`config.mk`:
```
export PLATFORM = sky130hd
export DESIGN_NAME = condicionador_botoes
export DESIGN_NICKNAME = d
export VERILOG_FILES = /design/src/rtl/jogo_pkg.sv /design/src/rtl/sincronizador_2ff.sv /design/src/rtl/condicionador_botoes.sv
export SDC_FILE = /design/constraint.sdc
export NUM_CORES = 1
export LEC_CHECK = 0
export BUFFER_PORTS_ARGS = -buffer_cell sky130_fd_sc_hd__buf_2
export CAP_MARGIN = 15
export CORE_MARGIN = 10
export CORE_UTILIZATION = 30
export CTS_BUF_LIST = sky130_fd_sc_hd__clkbuf_2
export DETAILED_ROUTE_END_ITERATION = 7
export GPL_TIMING_DRIVEN = 0
export HOLD_SLACK_MARGIN = 0.03
export SETUP_SLACK_MARGIN = 0.2
export SLEW_MARGIN = 20
export SYNTH_ARGS = -nofsm -noshare
export SYNTH_HDL_FRONTEND = slang
export SYNTH_SLANG_ARGS = --single-unit
```
`constraint.sdc`:
```
create_clock -name clock -period 3.1 [get_ports clock]
set_input_delay 0.155 -clock clock [delete_from_list [all_inputs] [get_ports clock]]
set_output_delay 0.155 -clock clock [all_outputs]
set_load 0.005 [all_outputs]
```
`src/rtl/jogo_pkg.sv`:
```
// Shared definitions for the game input stage: FSM state codes, default
// sizing constants and a popcount helper for the button vector.
package jogo_pkg;

  localparam int N_BOTOES_PADRAO = 4;
  localparam int DEBOUNCE_PADRAO = 50000;  // 1 ms at 50 MHz
  localparam int CNT_W_PADRAO    = 16;

  // Encodings are visible on db_estado, so they are fixed explicitly.
  typedef enum logic [1:0] {
    OCIOSO       = 2'd0,
    FILTRA_PRESS = 2'd1,
    PRESSIONADO  = 2'd2,
    FILTRA_SOLTA = 2'd3
  } estado_t;

  // Number of set bits; callers zero-extend their vector to 32 bits.
  function automatic int contar_uns(input logic [31:0] v);
    int total;
    total = 0;
    for (int i = 0; i < 32; i++) begin
      total += int'(v[i]);
    end
    return total;
  endfunction

endpackage

```
`src/rtl/sincronizador_2ff.sv`:
```
// Two-flop synchroniser for a vector of asynchronous button pins.
// Each bit is synchronised independently; the output lags the input by two
// clock edges.
module sincronizador_2ff
  import jogo_pkg::*;
#(
  parameter int W = N_BOTOES_PADRAO
) (
  input  logic         clock,
  input  logic         reset,
  input  logic [W-1:0] dado_i,
  output logic [W-1:0] dado_o
);

  logic [W-1:0] meta_q;
  logic [W-1:0] sinc_q;

  // First stage may go metastable; the second stage gives it a full cycle to settle.
  always_ff @(posedge clock or negedge reset) begin
    if (!reset) begin
      meta_q <= '0;
      sinc_q <= '0;
    end else begin
      meta_q <= dado_i;
      sinc_q <= meta_q;
    end
  end

  assign dado_o = sinc_q;

endmodule

```
`src/rtl/condicionador_botoes.sv`:
```
// Button conditioner: synchronises and debounces raw buttons, then emits a
// one-cycle "play made" pulse per accepted press together with the captured
// vector and a sticky multi-button flag.
// Build option: define REJEITA_MULTIPLO_EN to suppress the pulse (and keep the
// previous code) for presses with more than one button down.
module condicionador_botoes
  import jogo_pkg::*;
#(
  parameter int N_BOTOES        = N_BOTOES_PADRAO,
  parameter int DEBOUNCE_CYCLES = DEBOUNCE_PADRAO,
  parameter int CNT_W           = CNT_W_PADRAO
) (
  input  logic                clock,
  input  logic                reset,
  input  logic [N_BOTOES-1:0] botoes_raw,
  input  logic                habilita,
  output logic [N_BOTOES-1:0] botoes_limpos,
  output logic                jogada_pulso,
  output logic [N_BOTOES-1:0] jogada_codigo,
  output logic                multiplo,
  output logic [3:0]          db_estado
);

  localparam logic [CNT_W-1:0] CNT_MAX = CNT_W'(DEBOUNCE_CYCLES - 1);

  logic [N_BOTOES-1:0] s;
  estado_t             estado_q, estado_d;
  logic [N_BOTOES-1:0] cand_q, cand_d;
  logic [CNT_W-1:0]    cnt_q, cnt_d;
  logic [N_BOTOES-1:0] limpos_q, limpos_d;
  logic [N_BOTOES-1:0] codigo_q, codigo_d;
  logic                pulso_q, pulso_d;
  logic                multiplo_q, multiplo_d;
  logic                estavel;
  logic                varios;

  sincronizador_2ff #(
    .W(N_BOTOES)
  ) u_sinc (
    .clock (clock),
    .reset (reset),
    .dado_i(botoes_raw),
    .dado_o(s)
  );

  assign estavel = (cnt_q == CNT_MAX);
  assign varios  = (contar_uns(32'(cand_q)) > 1);

  // Next state: stability counter, debounce FSM and the press-capture registers.
  always_comb begin
    estado_d   = estado_q;
    cand_d     = cand_q;
    limpos_d   = limpos_q;
    codigo_d   = codigo_q;
    multiplo_d = multiplo_q;
    pulso_d    = 1'b0;
    // Counter measures how long s has matched the candidate; it saturates.
    if (s != cand_q) begin
      cnt_d = '0;
    end else if (!estavel) begin
      cnt_d = cnt_q + CNT_W'(1);
    end else begin
      cnt_d = cnt_q;
    end

    case (estado_q)
      OCIOSO: begin
        limpos_d = '0;
        if (s != '0) begin
          estado_d = FILTRA_PRESS;
          cand_d   = s;
          cnt_d    = '0;
        end
      end
      FILTRA_PRESS: begin
        if (s == '0) begin
          estado_d = OCIOSO;
        end else if (s != cand_q) begin
          cand_d = s;
          cnt_d  = '0;
        end else if (estavel) begin
          estado_d = PRESSIONADO;
          limpos_d = cand_q;
          // With habilita low the press is consumed silently.
          if (habilita) begin
`ifdef REJEITA_MULTIPLO_EN
            if (varios) begin
              multiplo_d = 1'b1;
            end else begin
              pulso_d    = 1'b1;
              codigo_d   = cand_q;
              multiplo_d = 1'b0;
            end
`else
            pulso_d    = 1'b1;
            codigo_d   = cand_q;
            multiplo_d = varios;
`endif
          end
        end
      end
      PRESSIONADO: begin
        // Candidate now tracks the new raw level so its stability can be timed.
        if (s != cand_q) begin
          estado_d = FILTRA_SOLTA;
          cand_d   = s;
          cnt_d    = '0;
        end
      end
      FILTRA_SOLTA: begin
        // limpos_q still holds the accepted vector, used to spot a bounce back.
        if (s == limpos_q) begin
          estado_d = PRESSIONADO;
          cand_d   = s;
          cnt_d    = '0;
        end else if (s != cand_q) begin
          cand_d = s;
          cnt_d  = '0;
        end else if (estavel) begin
          if (s == '0) begin
            estado_d = OCIOSO;
            limpos_d = '0;
          end else begin
            estado_d = PRESSIONADO;
            limpos_d = cand_q;
          end
        end
      end
      default: estado_d = OCIOSO;
    endcase
  end

  // State and output registers; every output comes straight from a flop.
  always_ff @(posedge clock or negedge reset) begin
    if (!reset) begin
      estado_q   <= OCIOSO;
      cand_q     <= '0;
      cnt_q      <= '0;
      limpos_q   <= '0;
      codigo_q   <= '0;
      pulso_q    <= 1'b0;
      multiplo_q <= 1'b0;
    end else begin
      estado_q   <= estado_d;
      cand_q     <= cand_d;
      cnt_q      <= cnt_d;
      limpos_q   <= limpos_d;
      codigo_q   <= codigo_d;
      pulso_q    <= pulso_d;
      multiplo_q <= multiplo_d;
    end
  end

  assign botoes_limpos = limpos_q;
  assign jogada_pulso  = pulso_q;
  assign jogada_codigo = codigo_q;
  assign multiplo      = multiplo_q;
  assign db_estado     = {2'b00, estado_q};

endmodule

```
== After elaboration in Yosys (flattened, before gate mapping) ==
Cells that the tools add are included.

* Memory bits (writable): 0
* Latch bits: 0
* Logic and storage cells: 77
* Output and inout bits: 14
* Register bits after elaboration: 40
* ROM bits: 0
* Memories: 0
* Input bits: 7

* Magnitude comparators: 1
* $mul: 0
* Mux-type cells: 35
* Bitwise logic cells: 2
* $add $sub $neg: 4
* Divide/modulo/power cells: 0
* Shifts and indexed selects: 0
* Equal/unequal tests: 18
* Reduce and logical (&&, ||, !) cells: 8

{| class="wikitable"
|+ Operators with widths
! kind !! number
|-
| 16-bit 2-to-1 mux || 6
|-
| 16-bit one-hot mux with 4 select lines || 1
|-
| 4-bit 2-to-1 mux || 11
|-
| 2-bit 2-to-1 mux || 9
|-
| 16-bit by 1-bit adder with 16-bit output, second input constant || 1
|-
| 16-bit equality test, second input constant || 1
|-
| 2-bit != test, second input constant || 8
|-
| 4-bit one-hot mux with 4 select lines || 1
|-
| 3-bit != test, second input constant || 4
|-
| 4-bit one-hot mux with 3 select lines || 1
|-
| 2-bit one-hot mux with 4 select lines || 1
|-
| 7-bit AND reduction || 1
|-
| 6-bit AND reduction || 1
|-
| 1-bit 2-to-1 mux || 5
|-
| 5-bit AND reduction || 1
|-
| 3-bit by 1-bit adder with 4-bit output || 1
|-
| 2-bit equality test, second input constant || 2
|-
| 4-bit equality test || 1
|-
| 4-bit by 1-bit > comparator with 1-bit output, second input constant || 1
|-
| 4-bit logical NOT || 1
|-
| 4-bit != test || 1
|-
| 4-bit nonzero test || 1
|-
| 2-bit by 1-bit adder with 3-bit output || 1
|-
| 3-bit nonzero test || 1
|-
| 5 further kinds || 6
|}

== Depth between registers and ports, before layout ==
Gate-level depths: netlist of run 1.

* Depth after elaboration: 6
* Mapped depth: 7
* Gate-level depth less buffers: 6

== Hierarchy ==
From an unflattened synthesis of run 1, not the netlist that was laid out.

* Cell total of the unflattened synthesis: 178
* Area total of the unflattened synthesis: 1964.4 µm²

{| class="wikitable"
|+ By module, submodules not included
! module !! area an instance (µm²) !! instances !! cells each !! sequential area each (µm²)
|-
| condicionador_botoes || 1764.2 || 1 || 170 || 800.8
|-
| sincronizador_2ff || 200.2 || 1 || 8 || 200.2
|}

== Least setup slack after synthesis of run 1 ==
No wires, ideal clock.

* Path type: reg-to-reg
* Start: reg cnt_q[13]
* End: reg codigo_q[0] (netlist: jogada_codigo[0])
* Path buffers: 1
* Cell stages (with the launch flop): 6
* Clock period less this slack: 2.102 ns
* Required time: 2.975 ns
* Setup time: 0.125 ns
* Arrival: 1.977 ns
* Slack: 0.998 ns
* Cell sequence: dfrtp_1 -> or4_4 -> nor4_4 -> and4_1 -> buf_6 -> mux2_4

* Cells in the longest elaborated chain, start to end: 2

{| class="wikitable"
|+ Ends and longest elaborated chain
! element !! line !! source
|-
| from (decl) || condicionador_botoes.sv:29 || <nowiki>logic [CNT_W-1:0] cnt_q, cnt_d;</nowiki>
|-
| from (signal assigned) || condicionador_botoes.sv:146 || <nowiki>cnt_q <= cnt_d;</nowiki>
|-
| 16-bit equality test || condicionador_botoes.sv:46 || <nowiki>assign estavel = (cnt_q == CNT_MAX);</nowiki>
|-
| 5-bit AND reduction (no source line) || -- ||
|-
| to (signal assigned) || condicionador_botoes.sv:148 || <nowiki>codigo_q <= codigo_d;</nowiki>
|-
| to (decl) || condicionador_botoes.sv:31 || <nowiki>logic [N_BOTOES-1:0] codigo_q, codigo_d;</nowiki>
|}

No other way between the ends.
A chain may end at the register's enable or synchronous reset.

== Final worst setup path of run 1 ==
Ends and elaborated chain as after synthesis.

==> results, run 1 <==
- Data on the critical path arrives at its endpoint at 2.57 ns.
- The biggest area consumer among synthesized cells is sky130_fd_sc_hd__dfrtp_1.
- For this design the static power due to leakage is 1.04 nW.
- The number of H-tree branching levels is 2.
- The fill cell total of the finished layout is 651.
- The DRC violation total after the first TritonRoute iteration is 47.
- Dividing the final minimum period by the clock period gives 0.729.
- Among all flip-flop cells after synthesis, the most frequent one is sky130_fd_sc_hd__dfrtp_1.
- The number of search-and-repair iterations in the first detailed-routing pass is 4.
- The worst setup path is launched from a flip-flop.
- The highest-delay cell along the critical path is sky130_fd_sc_hd__or4_4.
- The global-route usage over all layers is 0.0760.
- After clock tree synthesis, the clock-pin slew on the worst setup and hold paths is 0.22 ns.
- The net count of the finished layout is 226.
- In this run the mean area of a mapped cell was 11.0 sq um.
- The async set-reset flop share out of synthesis is 1.00.
- Buffers inserted to repair hold after CTS numbered 6.
- The worst hold path belongs to the class in2async.
- The slew at the pin closest to its max-slew limit is 0.861 ns.
- The final antenna-violating net count is 0.
- The delay of the slowest cell on the worst path is 0.58 ns.
- The die covers 10200 sq um.
- Summing every instance area after synthesis gives 1980 sq um.
- The clock skew after layout is 0.0278 ns.
- Setup repair after global routing left no endpoint under its margin.
- The clock passes through at most 2 buffers.
- The hold violation count in the final report is 0.
- STA classifies the critical path endpoint as a flip-flop.
- The final routed wire length divided by cell count is 12.5 microns.
- TritonCTS built the clock tree.
- The initial antenna violation count was 0.
- Global routing finished with a remaining overflow of 0.
- The worst path in the final design needs a cycle of 2.26 ns, including I/O delays and setup.
- The overall die height is 101 microns.
- The number of pins exceeding their max-slew limit in the final report is 0.
- The number of global-route vias before repair came to 1343.
- The I/O pin total is 21.
- The cell family contributing the most delay on the critical path is simple AND/OR/NAND/NOR gates.
- The wire length of the first global-routing pass is 6490 microns.
- For this design the ratio of total power to cell area is 650 nW/um^2.
- The flow ran to the end, and the final reports show no timing, DRC or antenna violations.
- Of the post-synthesis cell area, the dominant cell type holds 0.506.
- Entering global routing, the biggest net connects 41 pins.
- The setup TNS after final layout is 0 ns.
- The number of buffers created by CTS is 5.
- The number of cells upsized or downsized after cts is 0.
- The number of setup violations in the final report is 0.
- For the worst setup path, the data required time is 3.41 ns.
- Together, buffers and inverters on the worst path number 1.
- The share of the Yosys chip area taken by registers is 0.506.
- Row generation in the floorplan step produced 29 rows.
- In this run the tightest slew margin relative to its limit is 0.426.
- The sum of routed wire length over all layers is 3620 microns.
- Yosys printed 0 warnings.
- The final core utilization is 0.360.
- The area growth from synthesis to layout is 16.3%.
- The tree is rooted in a sky130_fd_sc_hd__clkbuf_2.
- Max-cap violations in this run came to 0.
- The clock net in this run drives a total of 40 sinks.
- The floorplan step set the die width to 101 microns.
- In this run the worst path has a maximum fanout of 6.
- The mean number of vias per cell is 4.48.
- The share of cells above drive strength 1 is 0.174.
- At the end of routability-driven placement, the weighted congestion stood at 0.726.
- The count of different cell masters after synthesis is 42.
- The category of the most critical setup path is reg2reg.
- The quantity of I/O buffers inserted on ports is 18.
- The number of setup buffers added after CTS is 0.
- The clock insertion delay at the later pin of the skew report is 0.40 ns.
- In this run the standard cell core region covers 6390 sq um.
- The worst-case vdd ir drop is 0.494 mV.
- By area the synthesized netlist is led by sky130_fd_sc_hd__dfrtp_1, sky130_fd_sc_hd__nor2_1, sky130_fd_sc_hd__xor2_1.
- The DRC violation count after routing is 0.
- In this run, synthesis produced a sequential element count of 40.
- The fmax is 442 MHz.
- Across all layers, the routed design uses 1298 vias.
- Synthesis produced a netlist whose cell count is 180.
- The initial core utilization is 0.310.
- The antenna cell count is 0.
- The number of synthesized flops with an enable pin is 0.
- Walking the worst path, the cells encountered are or4_4 > nor4_4 > and4_1 > buf_6 > mux2_4.
- The HPWL after detailed placement is 2630 microns.
==> through the flow <==
step                      power (W)  hold slack [ns]  cell area (sq um)  cells  setup WS (ns)
after floorplan             0.00104           -0.141               1980    181          0.998
after global placement      0.00118            0.265               2170    276          0.852
after detailed placement    0.00118            0.264               2170    276          0.871
after CTS                   0.00151            0.352               2300    290          0.834
after global routing        0.00161            0.342               2300    290          0.694
final                       0.00149            0.369               2300    290          0.839
==> registers in the layout, summed over array words and instances, names as in the netlist <==
name and cells:
multiplo 1, jogada_codigo 4, botoes_limpos 4, jogada_pulso 1, cnt_q 16, estado_q 2, cand_q 4, u_sinc.dado_o 4
u_sinc.meta_q 4
==> layout by cell type, fill, tap and decap left out, types with 5 or more instances in the layout <==
cell type / instances
sky130_fd_sc_hd__xor2_1: 12
sky130_fd_sc_hd__inv_1: 12
sky130_fd_sc_hd__dlygate4sd3_1: 6
sky130_fd_sc_hd__mux2i_1: 6
sky130_fd_sc_hd__xnor2_1: 9
sky130_fd_sc_hd__nand2_1: 10
sky130_fd_sc_hd__dfrtp_1: 40
sky130_fd_sc_hd__buf_2: 18
sky130_fd_sc_hd__clkbuf_2: 5
sky130_fd_sc_hd__nor2_1: 29
sky130_fd_sc_hd__ha_1: 6
==> synth_stat cells, types with 2 or more instances <==
library cell / instances
sky130_fd_sc_hd__nor3_1: 2
sky130_fd_sc_hd__a21oi_1: 2
sky130_fd_sc_hd__inv_1: 12
sky130_fd_sc_hd__and2_1: 2
sky130_fd_sc_hd__nand4b_1: 3
sky130_fd_sc_hd__nand4_1: 4
sky130_fd_sc_hd__xor2_1: 12
sky130_fd_sc_hd__nand2_1: 10
sky130_fd_sc_hd__and3_1: 4
sky130_fd_sc_hd__ha_1: 6
sky130_fd_sc_hd__xnor2_1: 9
sky130_fd_sc_hd__dfrtp_1: 40
sky130_fd_sc_hd__nand3b_1: 2
sky130_fd_sc_hd__nor4_1: 2
sky130_fd_sc_hd__buf_4: 2
sky130_fd_sc_hd__mux2i_1: 6
sky130_fd_sc_hd__mux2_4: 4
sky130_fd_sc_hd__a22o_1: 4
sky130_fd_sc_hd__nor2_1: 29
sky130_fd_sc_hd__nand3_1: 3
==> cell families (layout without fill, tap and decap cells) <==
logic type	after synthesis	after routing	share of synthesized area
buf+inv	16	48	0.0380
other cells	1	2	0.00190
xor+xnor	21	21	0.0930
simple gates	69	69	0.187
fa+ha+maj	7	7	0.0481
compound gates	16	16	0.0646
flops	40	40	0.506
mux	10	10	0.0608
==> area by class of cell <==
| class | instances | area (sq um) | area share |
|---|---|---|---|
| flip-flops and latches | 40 | 1000 | 0.435 |
| multi-input cells | 125 | 905 | 0.393 |
| repair buffers | 24 | 150 | 0.0653 |
| well taps | 77 | 96.3 | 0.0419 |
| clock inverters | 3 | 47.5 | 0.0207 |
| inverters | 12 | 45.0 | 0.0196 |
| plain buffers | 4 | 30.0 | 0.0131 |
| clock buffers | 5 | 25.0 | 0.0109 |
==> layer usage <==
layer  track usage  part of all wire  vias to the layer above
met2         0.105              0.41                       18
li1              -                 -                      675
met5             0                 0                        -
met4        0.0322             0.020                        0
met1         0.111              0.54                      599
met3        0.0157             0.029                        6
==> report_power, final <==
| part | total [W] | leakage (nW) | switching (W) | internal [W] |
|---|---|---|---|---|
| Clock | 0.000320 | 0.0431 | 0.000181 | 0.000139 |
| Sequential | 0.000674 | 0.527 | 0.0000861 | 0.000588 |
| Combinational | 0.000500 | 0.467 | 0.000260 | 0.000240 |
| Total | 0.00149 | 1.04 | 0.000527 | 0.000967 |
==> path summary, 6_finish.rpt <==
path	start	end	slack, ns	cells past startpoint
max in group asynchronous	reset	cnt_q[5]	2.17	2
setup / recovery	cnt_q[13]	jogada_codigo[0]	0.84	5
setup reg to reg	cnt_q[13]	jogada_codigo[0]	0.84	5
hold reg to reg	u_sinc.meta_q[1]	u_sinc.dado_o[1]	0.38	0
min in group clock	u_sinc.meta_q[1]	u_sinc.dado_o[1]	0.38	0
hold / removal	reset	botoes_limpos[2]	0.37	2
Power figures use the tool's default switching activity.
==> run 2: changes to the inputs <==
- ABC_AREA: default -> 1
- clock period: 3.1 -> 2.1 ns (I/O delays scaled with it)
==> run 2 against run 1 <==
  * Core utilization fell by 0.26 points
  * Final cell count rose by 35%
  * Global-route usage rose by 0.10 points
  * Critical path depth rose by 4
  * First-iteration DRC count rose by 40%
  * Routed wire length rose by 13%
  * Count of clock-buffer cells in the layout did not move
  * Clock skew fell by 0.015 ns
  * Via count rose by 28%
  * Synthesized cell count rose by 47%
  * Power rose by 38%
==> results, run 2 <==
- The post-synthesis average cell area is 8.12 sq um.
- The cell count of the worst hold path is 7.
- In this run the power spent charging and discharging nets is 0.000844 W.
- The area of the placeable core is 6870 sq um.
- The global-route usage over all layers is 0.0771.
- The category of the most critical setup path is reg2reg.
- The routed design has 4070 microns of wire.
- The worst setup path startpoint is cnt_q[0].
- The path category of the worst min-delay check is in2reg.
- The floorplan step set the die width to 105 microns.
- The signal on the critical path passes through ha_1 > nand2_1 > nor2_2 > nand2_1 > nor2_4 > nand3_2 > buf_6 > o21ai_2 > inv_1.
- The headroom to the max-slew limit is 0.414.
- The share of total power dissipated in combinational logic is 0.374.
- Relative to the synthesized area, the layout overhead comes to 14.6%.
- After the first detailed-routing iteration, the DRC count stood at 66.
- The overall die height is 105 microns.
- The overall via count from detail_route is 1655.
- In this run the register-to-register setup slack is 0.48 ns.
- The number of search-and-repair iterations in the first detailed-routing pass is 5.
- The fraction of power consumed by sequential logic is 0.451.
- The mean number of vias per cell is 4.22.
- The finished cells cover 2460 sq um.
- The final non-filler cell total is 392.
- Global routing finished with a remaining overflow of 0.
- The worst path in the final design needs a cycle of 1.62 ns, including I/O delays and setup.
- The internal power of the cells totals 0.00122 W.
- The final routed wire length divided by cell count is 10.4 microns.
- The final antenna-violating net count is 0.
- The power per cell area is 842 nW/um^2.
- The number of cells upsized or downsized after cts is 0.
- The startpoint of the lowest-slack hold path is habilita.
- Measured on the finished design, the core utilization comes to 0.358.
- STA classifies the critical path startpoint as a flip-flop.
- Counting flops with an async set or reset pin after synthesis yields a share of 1.00.
- Of the total power, the share spent switching nets is 0.408.
- Leaving out fill and tap cells, the most frequent cells in the layout are sky130_fd_sc_hd__nand2_1, sky130_fd_sc_hd__dfrtp_1, sky130_fd_sc_hd__nor2_1.
- Setup violations remaining at the end of the flow were counted as 0.
- The layout has 707 filler cells.
- The largest net degree at the start of global routing is 41.
- Buffers placed on the I/O ports in this run total 18.
- The worst path meets setup with 0.481 ns of slack.
- The cell family contributing the most delay on the critical path is simple AND/OR/NAND/NOR gates.
- The biggest area contributor in the post-synthesis netlist is sky130_fd_sc_hd__dfrtp_1.
- The hold violation count in the final report is 0.
- After detailed placement, the design holds a cell count of 379.
- The final net count is 309.
- Setup total negative slack on the finished layout was measured at 0 ns.
- Dividing the final minimum period by the clock period gives 0.771.
- The analysis attributes to cell leakage a power of 1.19 nW.
- The cell sitting at the root of the clock tree is a sky130_fd_sc_hd__clkbuf_2.
- The number of clock buffers added by TritonCTS is 5.
- Pin placement for this block handled 21 I/O pins.
- The endpoint arrival time on the critical path is 1.96 ns.
- The repair_antennas step left the layout with diodes totalling 0.
- The run finished with clean final reports.
- The slew at the pin closest to its max-slew limit is 0.880 ns.
- For this run, design rule violations remaining after detail routing come to 0.
- The tool flagged a number of max-cap violations equal to 0.
- The count of different cell masters after synthesis is 28.
- The slowest stage of the critical path belongs to the cell sky130_fd_sc_hd__dfrtp_1.
- Of the synthesized area, sequential elements account for 0.467.
- The worst setup timing slack at the placement stage is 0.519 ns.
- In this run the post-CTS setup repair buffer count came out at 0.
- On the worst path, the slowest cell contributes a delay of 0.45 ns.
- The fmax is 618 MHz.
- Measured in cells, the most critical reg-to-reg path has a length of 9.
- The placed cell area is 2360 sq um.
- The HPWL after detailed placement is 3060 microns.
- In the post-synthesis netlist, the biggest area contributors are sky130_fd_sc_hd__dfrtp_1, sky130_fd_sc_hd__nand2_1, sky130_fd_sc_hd__nor2_1.
- In this run the number of H-tree levels came out at 2.
- The clock tree from TritonCTS is yes.
- Setup repair after global routing left no endpoint under its margin.
- The share of total power dissipated in the clock network is 0.175.
- The number of instances in the synthesized netlist is 264.
- In the final layout, the share of cells above drive strength 1 is 0.179.
- The clock arrives with 0.0130 ns of skew.
- The initial antenna violation count is 0.
- The library cell used most frequently in the layout, excluding fill and tap cells, is sky130_fd_sc_hd__nand2_1.
- The clock insertion delay at the later pin of the skew report is 0.41 ns.
- The number of pins exceeding their max-slew limit in the final report is 0.
- Across the VDD grid, the largest voltage drop is 0.383 mV.
- The most frequent cell after synthesis is sky130_fd_sc_hd__nand2_1.
- The register with the most flip-flops in the layout has 16 of them.
- By count the netlist is led by sky130_fd_sc_hd__nand2_1, sky130_fd_sc_hd__dfrtp_1, sky130_fd_sc_hd__nor2_1, sky130_fd_sc_hd__inv_1, sky130_fd_sc_hd__nand3_1.
- The hold-critical path endpoint is multiplo.
- The Yosys warning count is 0.
- The routability-driven placement congestion ratio is 0.845.
- The initial core utilization is 0.312.
- The floorplan step defined a die boundary enclosing 10900 sq um.
- The largest driver fanout on the critical path is 10.
- The share of the synthesized area in the top cell type is 0.467.
- The synthesized design contains 0 enable-type register cells.
- The buffer and inverter count on the worst path is 2.
- The worst setup path is captured at a flip-flop.
- The required time of the critical path is 2.44 ns.
- cnt_q holds more flip-flops than any other register.
- The reg-to-reg critical path startpoint is cnt_q[0].
- Counting along the longest clock path gives a buffer depth of 2.
- The number of synthesized register bits is 40.
- The most used flip-flop cell after synthesis is sky130_fd_sc_hd__dfrtp_1.
- The number of clock sinks is 40.
- The wire length of the first global-routing pass is 7170 microns.
- The number of global-route vias before repair is 1523.
- The cell that appears most often on the critical path is sky130_fd_sc_hd__nand2_1.
- The synthesized netlist occupies a cell area of 2140 sq um.
- The capture point of the worst reg-to-reg path is multiplo.
- The floorplan has 30 rows.
- The clock edge transition at the registers on the reported setup and hold paths is 0.23 ns.
run 2: changes by cell type after synthesis, sizes merged, moves of 3 or more:
cell    before  now
nand2       10   76
inv         12   37
nand3        3   15
nor2        29   41
mux2i        6    0
o21ai        1    7
xnor2        9    4
a22o         4    0
and3         4    0
mux2         4    0
nor4         4    0
o22ai        0    4
nand4b       3    0
nor3         2    5
run 2: per-stage QoR:
stage / hold WS [ns] / power, W
4_1_cts: 0.103 / 0.00210
3_5_place_dp: 0.214 / 0.00171
2_1_floorplan: -0.191 / 0.00151
6_report: 0.135 / 0.00207
3_3_place_gp: 0.213 / 0.00170
5_1_grt: 0.170 / 0.00224
run 2: cell families (layout without fill, tap and decap cells):
group / after synthesis / in the layout / synth area share
adders and majority gates: 7 / 7 / 0.0444
and+or+nand+nor: 146 / 146 / 0.300
other: 1 / 2 / 0.00175
buffers and inverters: 41 / 72 / 0.0823
xor gates and xnor gates: 14 / 14 / 0.0572
DFF: 40 / 40 / 0.467
AOI/OAI and AO/OA: 15 / 15 / 0.0473
run 2: worst max-delay path by stage:
stage	to	slack (ns)	cells past startpoint
finish	multiplo	0.48	9
global route	estado_q[0]	0.29	10
CTS	multiplo	0.47	9
detailed placement	multiplo	0.52	9
global placement	multiplo	0.51	9
floorplan	multiplo	0.66	9
run 2: per-layer routing:
metal	routed length, microns	vias to the layer above	track usage
met2	1770	22	0.114
met4	80	0	0.0328
li1	-	864	-
met1	2090	763	0.107
met3	129	6	0.0130
met5	0	-	0
run 2: worst reg2reg max path, cell delays in order, from the launching register on:
cell and delay [ns]:
sky130_fd_sc_hd__dfrtp_1 0.45, sky130_fd_sc_hd__ha_1 0.20, sky130_fd_sc_hd__nand2_1 0.10, sky130_fd_sc_hd__nor2_2 0.12, sky130_fd_sc_hd__nand2_1 0.12, sky130_fd_sc_hd__nor2_4 0.16
sky130_fd_sc_hd__nand3_2 0.10, sky130_fd_sc_hd__buf_6 0.16, sky130_fd_sc_hd__o21ai_2 0.10, sky130_fd_sc_hd__inv_1 0.04
run 2: area by class of cell:
| class | count | area (sq um) | share of cell area |
|---|---|---|---|
| plain buffers | 4 | 37.5 | 0.0153 |
| clock buffers | 5 | 25.0 | 0.0102 |
| clock inverters | 3 | 23.8 | 0.00968 |
| inverters | 37 | 139 | 0.0565 |
| multi-input cells | 184 | 970 | 0.395 |
| flip-flops and latches | 40 | 1000 | 0.408 |
| well taps | 96 | 120 | 0.0489 |
| repair buffers | 23 | 140 | 0.0571 |
run 2: what timing repair did:
action,in CTS,in global routing
hold endpoints to repair,44,0
hold buffers,5,0
endpoints found under the setup margin,0,0
run 2: power by group through the flow:
stage	clock network (W)	logic, W	registers [W]
3_5_place_dp	0	0.000766	0.000946
5_1_grt	0.000409	0.000887	0.000944
3_3_place_gp	0	0.000760	0.000943
2_1_floorplan	0	0.000576	0.000934
6_report	0.000361	0.000774	0.000932
4_1_cts	0.000387	0.000782	0.000933
==> run 3: changes to the inputs <==
- clock period: 2.1 -> 1.6 ns (I/O delays scaled with it)
==> run 3 against run 2 <==
  * Clock power up 70%
  * Non-clock buffer count is 22 higher
  * Critical path depth grew 4
  * Hold slack worse by 0.015 ns
  * Via count is 9.6% higher
  * Sequential share of layout area decreased by 6.1 points
  * Critical endpoint is now cnt_q[14]
  * Highest routed layer unchanged
==> results, run 3 (synthesis results as in run 2) <==
- The flow ran to the end, and the final reports show no timing, DRC or antenna violations.
- The number of pins exceeding their max-slew limit in the final report was 0.
- Dividing the detail-routed wire length by the instance count gives 12.1 microns.
- The die outline width is 105 microns.
- The endpoint arrival time on the critical path is 1.87 ns.
- The die covers 10900 sq um.
- The analysis attributes to net switching a power of 0.00128 W.
- The internal power summed over all cells is 0.00200 W.
- The H-tree generated during clock tree synthesis spans 2 levels.
- Port buffering added 18 buffers.
- The final net count is 331.
- The overall via count from detail_route is 1814.
- With fillers left out, the area of the finished cells amounts to 2900 sq um.
- The global-route usage over all layers is 0.0869.
- The initial antenna violation count came to 0.
- The clock period could shrink to 1.54 ns.
- The number of search-and-repair iterations in the first detailed-routing pass is 4.
- The fraction of power consumed by sequential logic is 0.380.
- Compared with the post-synthesis result, the final layout area differs by 35.1%.
- The number of buffers created by CTS is 5.
- Summed over all layers, the global routing overflow is 0.
- The power share of the combinational group is 0.433.
- At the end of routability-driven placement, the weighted congestion stood at 0.842.
- Entering global routing, the biggest net connects 41 pins.
- The worst-case vdd ir drop is 0.637 mV.
- More flip-flops sit in one register than any other, and that register is cnt_q.
- After floorplanning, the core was divided into 30 placement rows.
- The most common cell after layout, fill and taps aside is sky130_fd_sc_hd__nand2_1.
- The worst setup path is launched from a flip-flop.
- The number of setup violations in the final report is 0.
- The wire length of the first global-routing pass is 8020 microns.
- The power per cell area is 1130 nW/um^2.
- The placed cell area is 2370 sq um.
- The final critical-path share of the clock period is 0.961.
- The clock skew after layout is 0.00586 ns.
- Setup repair after global routing could not meet its margin everywhere.
- The path category of the worst min-delay check is in2reg.
- The fill cell total of the finished layout is 664.
- Timing analysis after detailed placement gives a worst setup slack of -0.00929 ns.
- Leaving out fill and tap cells, the most frequent cells in the layout are sky130_fd_sc_hd__nand2_1, sky130_fd_sc_hd__dfrtp_1, sky130_fd_sc_hd__inv_1.
- The fmax is 651 MHz.
- The die is 105 microns tall.
- The clock edge transition at the registers on the reported setup and hold paths is 0.21 ns.
- The headroom to the max-slew limit is 0.412.
- The DRC violation count after routing is 0.
- The total leakage power is 1.36 nW.
- The largest driver fanout on the critical path is 5.
- Wires add up to 5000 microns.
- The register with the most flip-flops in the layout has 16 of them.
- STA puts the critical path data required time at 1.93 ns.
- The antenna cell count is 0.
- The completed layout was analyzed and its total power is 0.00328 W.
- The clock insertion delay at the later pin of the skew report is 0.41 ns.
- In the routed layout, each cell is associated on average with a via count of 4.38.
- The slew at the pin closest to its max-slew limit is 0.882 ns.
- The final worst slack is 0.0631 ns.
- The buffer levels on the longest clock path is 2.
- The final antenna-violating net count is 0.
- In this run the clock root is driven by a sky130_fd_sc_hd__clkbuf_2.
- During I/O placement, the number of pins put on the boundary was 21.
- The proportion of total power due to net switching is 0.391.
- The number of global-route vias before repair is 1725.
- The clock tree from TritonCTS is yes.
- STA classifies the critical path endpoint as a flip-flop.
- The hold violation count in the final report is 0.
- The number of clock sinks is 40.
- The HPWL after detailed placement is 3320 microns.
- The area of the placeable core is 6870 sq um.
- The DRC violation total after the first TritonRoute iteration is 63.
- The category of the most critical setup path is reg2reg.
- The tool flagged a number of max-cap violations equal to 0.
- The share of cells above drive strength 1 is 0.381.
- The share of total power dissipated in the clock network is 0.188.
- The initial utilization of the core area, before any placement, comes to 0.312.
## run 3: changes by cell type in the layout (fill, tap and decap cells not counted), moves of 3 or more
cell	delta
sky130_fd_sc_hd__inv_1	-7
sky130_fd_sc_hd__nor2_1	-14
sky130_fd_sc_hd__buf_4	+18
sky130_fd_sc_hd__ha_1	-5
sky130_fd_sc_hd__nand2_1	-12
sky130_fd_sc_hd__nand2_4	+4
sky130_fd_sc_hd__nand2_2	+8
sky130_fd_sc_hd__inv_2	+7
sky130_fd_sc_hd__nor2_4	+5
sky130_fd_sc_hd__nor2_2	+9
sky130_fd_sc_hd__ha_4	+3
## run 3: area by class of cell
| type | count | area [sq um] | area share |
|---|---|---|---|
| clock buffer | 5 | 25.0 | 0.00864 |
| clock inverter | 3 | 42.5 | 0.0147 |
| timing repair buffer | 45 | 354 | 0.122 |
| multi-input combinational | 184 | 1170 | 0.404 |
| sequential | 40 | 1000 | 0.347 |
| tap | 96 | 120 | 0.0415 |
| buffer | 4 | 41.3 | 0.0143 |
| inverter | 37 | 139 | 0.0480 |
## run 3: timing repair
action                     4_1_cts  5_1_grt
setup endpoints to repair       29       32
hold endpoints to repair        44        0
resized for setup               22       38
cloned                           1        0
pin swaps                        7        6
hold buffers                     5        0
setup buffers                   13        8
## run 3: metal layers
layer | track usage | vias up | part of all wire
li1 | - | 916 | -
met1 | 0.111 | 853 | 0.46
met2 | 0.135 | 34 | 0.48
met3 | 0.0211 | 11 | 0.038
met4 | 0.0388 | 0 | 0.017
met5 | 0 | - | 0
## run 3: stage by stage
step	instances	util	TNS (ns)	hold slack [ns]
finish	414	0.421	0	0.120
global route	414	0.421	-0.445	0.111
CTS	406	0.392	0	0.116
detailed placement	379	0.346	-0.00929	0.189
global placement	379	0.346	0	0.188
floorplan	265	-	0	-0.216
## run 3: worst paths after layout
path | from | to | slack, ns | cells after the start
max | u_sinc.dado_o[2] | cnt_q[14] | 0.06 | 13
min | habilita | multiplo | 0.12 | 7
max reg2reg | u_sinc.dado_o[2] | cnt_q[14] | 0.06 | 13
min reg2reg | u_sinc.meta_q[0] | u_sinc.dado_o[0] | 0.38 | 0
max in group asynchronous | reset | estado_q[1] | 0.71 | 2
min in group asynchronous | reset | u_sinc.meta_q[3] | 0.29 | 2
## run 3: worst max-delay path, stage by stage, from the launching register on
cell	delay, ns
sky130_fd_sc_hd__dfrtp_1	0.47
sky130_fd_sc_hd__inv_2	0.07
sky130_fd_sc_hd__nand2_2	0.06
sky130_fd_sc_hd__nand2_2	0.06
sky130_fd_sc_hd__nor2_4	0.11
sky130_fd_sc_hd__nand2_1	0.07
sky130_fd_sc_hd__nand2_2	0.09
sky130_fd_sc_hd__nand2_2	0.05
sky130_fd_sc_hd__nand2_2	0.05
sky130_fd_sc_hd__nand2_2	0.05
sky130_fd_sc_hd__nand2_4	0.10
sky130_fd_sc_hd__buf_12	0.11
sky130_fd_sc_hd__buf_8	0.11
sky130_fd_sc_hd__nor2_1	0.04
## run 3: power by group through the flow
stage               registers (W)  logic (W)  clock network, W
floorplan                 0.00123   0.000761                 0
global placement          0.00124    0.00102                 0
detailed placement        0.00124    0.00103                 0
CTS                       0.00124    0.00123          0.000633
global route              0.00126    0.00158          0.000682
finish                    0.00125    0.00142          0.000615
